<file path="src/rtl/register_file.sv">
// ---------------------------------------------------------------------------
// register_file
//   General-purpose integer register file for the processor datapath.
//   Two combinational read ports feed the ALU operands and one synchronous
//   write port takes the writeback result. Register 0 is hardwired to zero.
//
// Parameters
//   WIDTH  data width of each register, in bits
//   DEPTH  number of registers
//   AW     address width, derived from DEPTH
//
// Ports
//   clk         in   1      system clock, writes on rising edge
//   rst         in   1      asynchronous active-low reset, clears every register
//   REGWRITE    in   1      write enable, sampled at posedge clk
//   ADR_REG1    in   AW     read port 1 address
//   ADR_REG2    in   AW     read port 2 address
//   ADR_WR_REG  in   AW     write address
//   WR_DATA     in   WIDTH  write data
//   REG_DATA1   out  WIDTH  read port 1 data (combinational)
//   REG_DATA2   out  WIDTH  read port 2 data (combinational)
// ---------------------------------------------------------------------------
module register_file #(
    parameter int WIDTH = 32,
    parameter int DEPTH = 32,
    parameter int AW    = (DEPTH > 1) ? $clog2(DEPTH) : 1
) (
    input  logic             clk,
    input  logic             rst,
    input  logic             REGWRITE,
    input  logic [AW-1:0]    ADR_REG1,
    input  logic [AW-1:0]    ADR_REG2,
    input  logic [AW-1:0]    ADR_WR_REG,
    input  logic [WIDTH-1:0] WR_DATA,
    output logic [WIDTH-1:0] REG_DATA1,
    output logic [WIDTH-1:0] REG_DATA2
);

    // Every code the address bus can carry gets a slot in the read table, so
    // out-of-range addresses (non power-of-two DEPTH) simply select a zero.
    localparam int NSLOT = 1 << AW;

    // Register 0 has no storage at all; only indices 1..DEPTH-1 are flops.
    logic [WIDTH-1:0] regs_q [1:DEPTH-1];
    logic [WIDTH-1:0] regs_d [1:DEPTH-1];
    logic [WIDTH-1:0] rd_tbl [NSLOT];

    // Write decode: the compare against each real index means address 0 and
    // any out-of-range address match nothing, so such writes fall away.
    always_comb begin
        for (int i = 1; i < DEPTH; i++) begin
            regs_d[i] = regs_q[i];
            if (REGWRITE && (ADR_WR_REG == AW'(i))) begin
                regs_d[i] = WR_DATA;
            end
        end
    end

    always_ff @(posedge clk or negedge rst) begin
        if (!rst) begin
            for (int i = 1; i < DEPTH; i++) begin
                regs_q[i] <= '0;
            end
        end else begin
            for (int i = 1; i < DEPTH; i++) begin
                regs_q[i] <= regs_d[i];
            end
        end
    end

    // Read table: slot 0 and unbacked slots read as zero. No write bypass, so
    // a same-cycle read of the write target returns the pre-edge value.
    always_comb begin
        for (int j = 0; j < NSLOT; j++) begin
            rd_tbl[j] = '0;
        end
        for (int i = 1; i < DEPTH; i++) begin
            rd_tbl[i] = regs_q[i];
        end
    end

    assign REG_DATA1 = rd_tbl[ADR_REG1];
    assign REG_DATA2 = rd_tbl[ADR_REG2];

endmodule

</file>
<file path="config.mk">
export PLATFORM = sky130hd
export DESIGN_NAME = register_file
export DESIGN_NICKNAME = d
export VERILOG_FILES = /design/src/rtl/register_file.sv
export SDC_FILE = /design/constraint.sdc
export NUM_CORES = 2
export LEC_CHECK = 0
export CAP_MARGIN = 20
export CORE_AREA = 2 2 299 301
export CTS_CLUSTER_DIAMETER = 60
export DETAILED_ROUTE_END_ITERATION = 8
export DIE_AREA = 0 0 301 303
export GPL_TIMING_DRIVEN = 0
export PLACE_DENSITY_LB_ADDON = 0.2
export SYNTH_ARGS = -nofsm -noshare
export SYNTH_HDL_FRONTEND = slang
export SYNTH_SLANG_ARGS = --single-unit
</file>
<file path="constraint.sdc">
create_clock -name clk -period 5.05 [get_ports clk]
set_clock_uncertainty 0.2 [all_clocks]
set_input_delay 0.7575 -clock clk [delete_from_list [all_inputs] [get_ports clk]]
set_output_delay 0.7575 -clock clk [all_outputs]
set_load 0.005 [all_outputs]
</file>
======== After elaboration in Yosys (flattened, before gate mapping) ========
Cells that the tools add are included.
storage, ports and cells
  memory bits (read-only) ................. 0
  logic and storage cells ................. 103
  memories kept ........................... 0
  register bits ........................... 992
  output and inout bits ................... 64
  memory bits (writable) .................. 0
  latch bits .............................. 0
  input bits .............................. 50
operators by class
  reduce and logical (&&, ||, !) cells .... 31
  bitwise gates (word level) .............. 2
  div/mod/pow operators ................... 0
  equal/unequal tests ..................... 31
  shifts and indexed selects .............. 0
  magnitude comparators ................... 2
  add/subtract/negate cells ............... 0
  multiplexer cells ....................... 6
  multipliers ............................. 0
operators by type and width
  kind                                                 number
  binary-select mux 32 bit (select 5 bit)              2
  2-to-1 mux 32 bit                                    4
  equality test 5 bit, second input constant           16
  equality test 5 x 4 -> 1 bit, second input constant  8
  logical AND 1 bit                                    31
  equality test 5 x 3 -> 1 bit, second input constant  4
  >= comparator 6 bit, second input constant           2
  NOT 5 -> 6 bit                                       2
  equality test 5 x 2 -> 1 bit, second input constant  2
  equality test 5 x 1 -> 1 bit, second input constant  1

======== Longest topological paths before layout ========
  depth after elaboration ................. 4
  gate-level depth with buffers ........... 9
  gate-level depth less buffers ........... 4

======== Least setup slack after synthesis ========
No wires, ideal clock.
  path kind ............................... input-to-output
  start ................................... input ADR_REG1[0]
  end ..................................... output REG_DATA1[18]
  path buffers ............................ 3
  setup slack ............................. 1870 ps
  stages on the path ...................... 7
  arrival ................................. 2223 ps
  required time ........................... 4093 ps
  cell sequence ........................... buf_4 -> buf_6 -> buf_2 -> mux4_2 -> a22o_1 -> o21ai_1 -> o31ai_1
between the ends
  cells in the longest elaborated chain, start to end .. 4
RTL lines
  what                                                   line  RTL
  start, declared                                        31    input logic [AW-1:0] ADR_REG1,
  NOT 5 -> 6 bit (not written as such)                   82    assign REG_DATA1 = rd_tbl[ADR_REG1];
  binary-select mux 32 bit (select 5 bit)                82
  2-to-1 mux 32 bit (not written as such) (2 in series)  82
  end, declared                                          35    output logic [WIDTH-1:0] REG_DATA1,
Every way passes these cells. The select of a mux whose other input is x is not followed.

======== Worst setup path after layout ========
  start ................................... input ADR_REG2[3]
  end ..................................... output REG_DATA2[0]
between the ends
  cells in the longest elaborated chain, start to end .. 4
RTL lines
  what                                                   line  RTL
  start, declared                                        32    input logic [AW-1:0] ADR_REG2,
  NOT 5 -> 6 bit (not written as such)                   83    assign REG_DATA2 = rd_tbl[ADR_REG2];
  binary-select mux 32 bit (select 5 bit)                83
  2-to-1 mux 32 bit (not written as such) (2 in series)  83
  end, declared                                          36    output logic [WIDTH-1:0] REG_DATA2
Every way passes these cells. The select of a mux whose other input is x is not followed.

==> results.cfg <==
[outcome]
outcome = finished, violations left
violations = setup timing

[synth]
ys_top_cells_by_area = dfrtp_1 (47%), mux2_2 (22%), mux4_2 (16%), a22o_1 (3.2%), mux2i_1 (3.0%)
yosysWarnings = 0
yosysSeqAreaShare_pct = 46.6
ys_types = 32
syn_nets = 3689
yosysMostFrequentCell = mux2_2
synth_edf_count = 0
synth-seq-cells = 992
synth_area_sq_mm = 0.0532
synth_ff_type = dfrtp_1
avgSynthCellArea_sq_um = 14.6
async_reset_ff_share_pct = 100
synthTopCellsByCount = mux2_2 (1035), dfrtp_1 (992), mux4_2 (384)
yosysTopAreaCell = dfrtp_1
netlist_instances = 3639
synth_top_area_share_pct = 46.6

[detailed_routing]
initialDrtViolationCount = 4347
totalWireLength_mm = 177
wl_per_cell_um = 34.4
first_pass_iters = 6
viasPerCell = 7.14
drc_errors = 0
via_count = 36707
drtAntennaViolNets = 0

[layout]
final_util_pct = 68.5
fin_area_sq_mm = 0.0602
final_layout_size_suffix_gt1_share_pct = 47.0
stdcell_count = 5139
nets = 3923
syn_to_final_growth_pct = 13.2
largest_reg_flops = 992

[floorplanning]
pin_count = 114
dieHeight_um = 303
fp-row-count = 109
die_w_um = 301
start_util_pct = 60.5
die_area_sq_mm = 0.0912
fp.coreArea_sq_mm = 0.0880

[clock_network]
insertion_delay_ps = 690
clockBufferDepth = 3
cts_made_buffers = 111
clk_pin_slew_ps = 60
cts_tree = yes
cts_sinks = 992
cts_setup_buffers = 0
clock-root-buffer = clkbuf_16
cts.htree.levels = 3

[min_path]
hold_class = register to register
min_from = rd_tbl[410]

[worst_setup_path]
startpoint_type = input pin
cp.arrival_ps = 4210
crit_type = input pin to output pin
setup.worst_path.start = ADR_REG2[3]
path_cells = clkdlybuf4s50_1, clkbuf_1, clkbuf_1, a211oi_1, o31ai_1, clkdlybuf4s50_1
r2r_start = rd_tbl[612]
crit_fanout = 10
critPathCaptureType = output pin
cp_slowest_cell = clkbuf_1
slowest_delay_ps = 680
worstPathRequired_ps = 4090

[sta]
period_share_pct = 102
tightest_slew_ps = 1250
setup_ws_ps = -114
min_period_ps = 5160
fin_hold_ws_ps = 320
fin_tns_setup_ps = -649
rsz0062_at_grt = false
finalHoldViolations = 0
clock.fmax_ghz = 0.194
relSlewSlack_pct = 17.0
maxSlewViolCount = 0
finalSetupViolCount = 17

[global_route]
grt_max_degree = 124
grt_pass1_vias = 38095
grt_usage_pct = 39.2
antenna_found_initial = 9
overflow = 0
grt_pass1_wl_mm = 256

[pwr]
p_int_mw = 17.8
switching_share_pct = 28.0
p_per_area_mw_per_mm2 = 410
switchingPower_mw = 6.91
power_frac_comb_pct = 21.2
finalPower_mw = 24.7
p_clk_share_pct = 35.4
seq_power_share_pct = 43.5
p_leak_nw = 26.2
ir_drop_mv = 0.339

[placed_design]
place_inst = 4923
gp_congestion = 0.940
dpl.hpwl_mm = 123
post-place-ws_ps = -572
placement.io_buffers = 105
place_area_sq_mm = 0.0561

[flow_run]
maxCapViolations = 0
[final timing paths]
check / to / slack [ps] / cells past startpoint
worst max-delay path: REG_DATA2[0] / -110 / 6
worst min-delay path: rd_tbl[410] / 320 / 1
worst max register to register: rd_tbl[612] / 4020 / 1
worst min register to register: rd_tbl[410] / 320 / 1
max in group asynchronous: rd_tbl[265] / 1420 / 7
min in group asynchronous: rd_tbl[664] / 400 / 2
[area by class of cell]
| class | count | area (sq um) |
|---|---|---|
| clock buffers | 163 | 3330 |
| repair buffers | 121 | 1400 |
| plain buffers | 408 | 2020 |
| inverters | 2 | 7.51 |
| flip-flops and latches | 992 | 24800 |
| multi-input cells | 2237 | 26600 |
| clock inverters | 47 | 633 |
| diodes | 4 | 10.0 |
| fillers | 6210 | 27700 |
| well taps | 1165 | 1460 |
[repair_timing]
item                                    4_1_cts  5_1_grt
hold endpoints to repair                     61        0
endpoints found under the setup margin       46       39
resized for setup                            49       38
pin swaps                                     0        1
hold buffers                                  1        0
[critical path: cells and delay by family]
kind / cells / cell delay, ps
buffers and inverters: 4 / 2620
AO/OA/AOI/OAI: 2 / 810
[power by group through the flow]
stage	combinational, mW	sequential, mW	clock, mW
global route	5.51	10.9	9.10
floorplan	3.72	10.3	0
CTS	5.14	10.7	8.74
finish	5.23	10.7	8.73
detailed placement	5.09	10.8	0
global placement	4.92	10.7	0
[layout by cell type (no fill, tap or decap), drive strengths merged]
master / Yosys / layout
a211oi: 64 / 64
a22o: 192 / 192
and2: 34 / 34
and3: 32 / 32
buf: 191 / 207
bufinv: 0 / 13
clkbuf: 217 / 377
clkdlybuf4s15: 0 / 2
clkdlybuf4s18: 0 / 1
clkdlybuf4s50: 0 / 104
clkinv: 0 / 19
clkinvlp: 0 / 8
dfrtp: 992 / 992
diode: 0 / 4
dlygate4sd3: 0 / 1
inv: 2 / 9
mux2: 1056 / 1056
mux2i: 160 / 160
mux4: 384 / 384
nand2: 79 / 79
nand2b: 5 / 5
nand3: 1 / 1
nand4: 1 / 1
nand4b: 3 / 3
nor2: 15 / 15
nor2b: 10 / 10
nor3: 3 / 3
nor3b: 2 / 2
nor4: 1 / 1
o21ai: 64 / 64
o22ai: 64 / 64
o31ai: 64 / 64
or3: 3 / 3
[logic make-up after synthesis]
kind of cell	after synthesis	share of synthesized area, %
flip-flops	992	46.6
buffers and inverters	410	3.64
multiplexers	1600	41.6
AND/OR/NAND/NOR	189	1.81
AO/OA/AOI/OAI	448	6.32
[metal layers]
layer | global-route usage (%) | part of all wire (%) | vias up
li1 | - | - | 14523
met1 | 50.3 | 37 | 19198
met2 | 59.8 | 45 | 2366
met3 | 13.3 | 12 | 612
met4 | 19.9 | 5.4 | 8
met5 | 1.66 | 0.11 | -
Note: power is estimated with default switching activity, not from simulation.
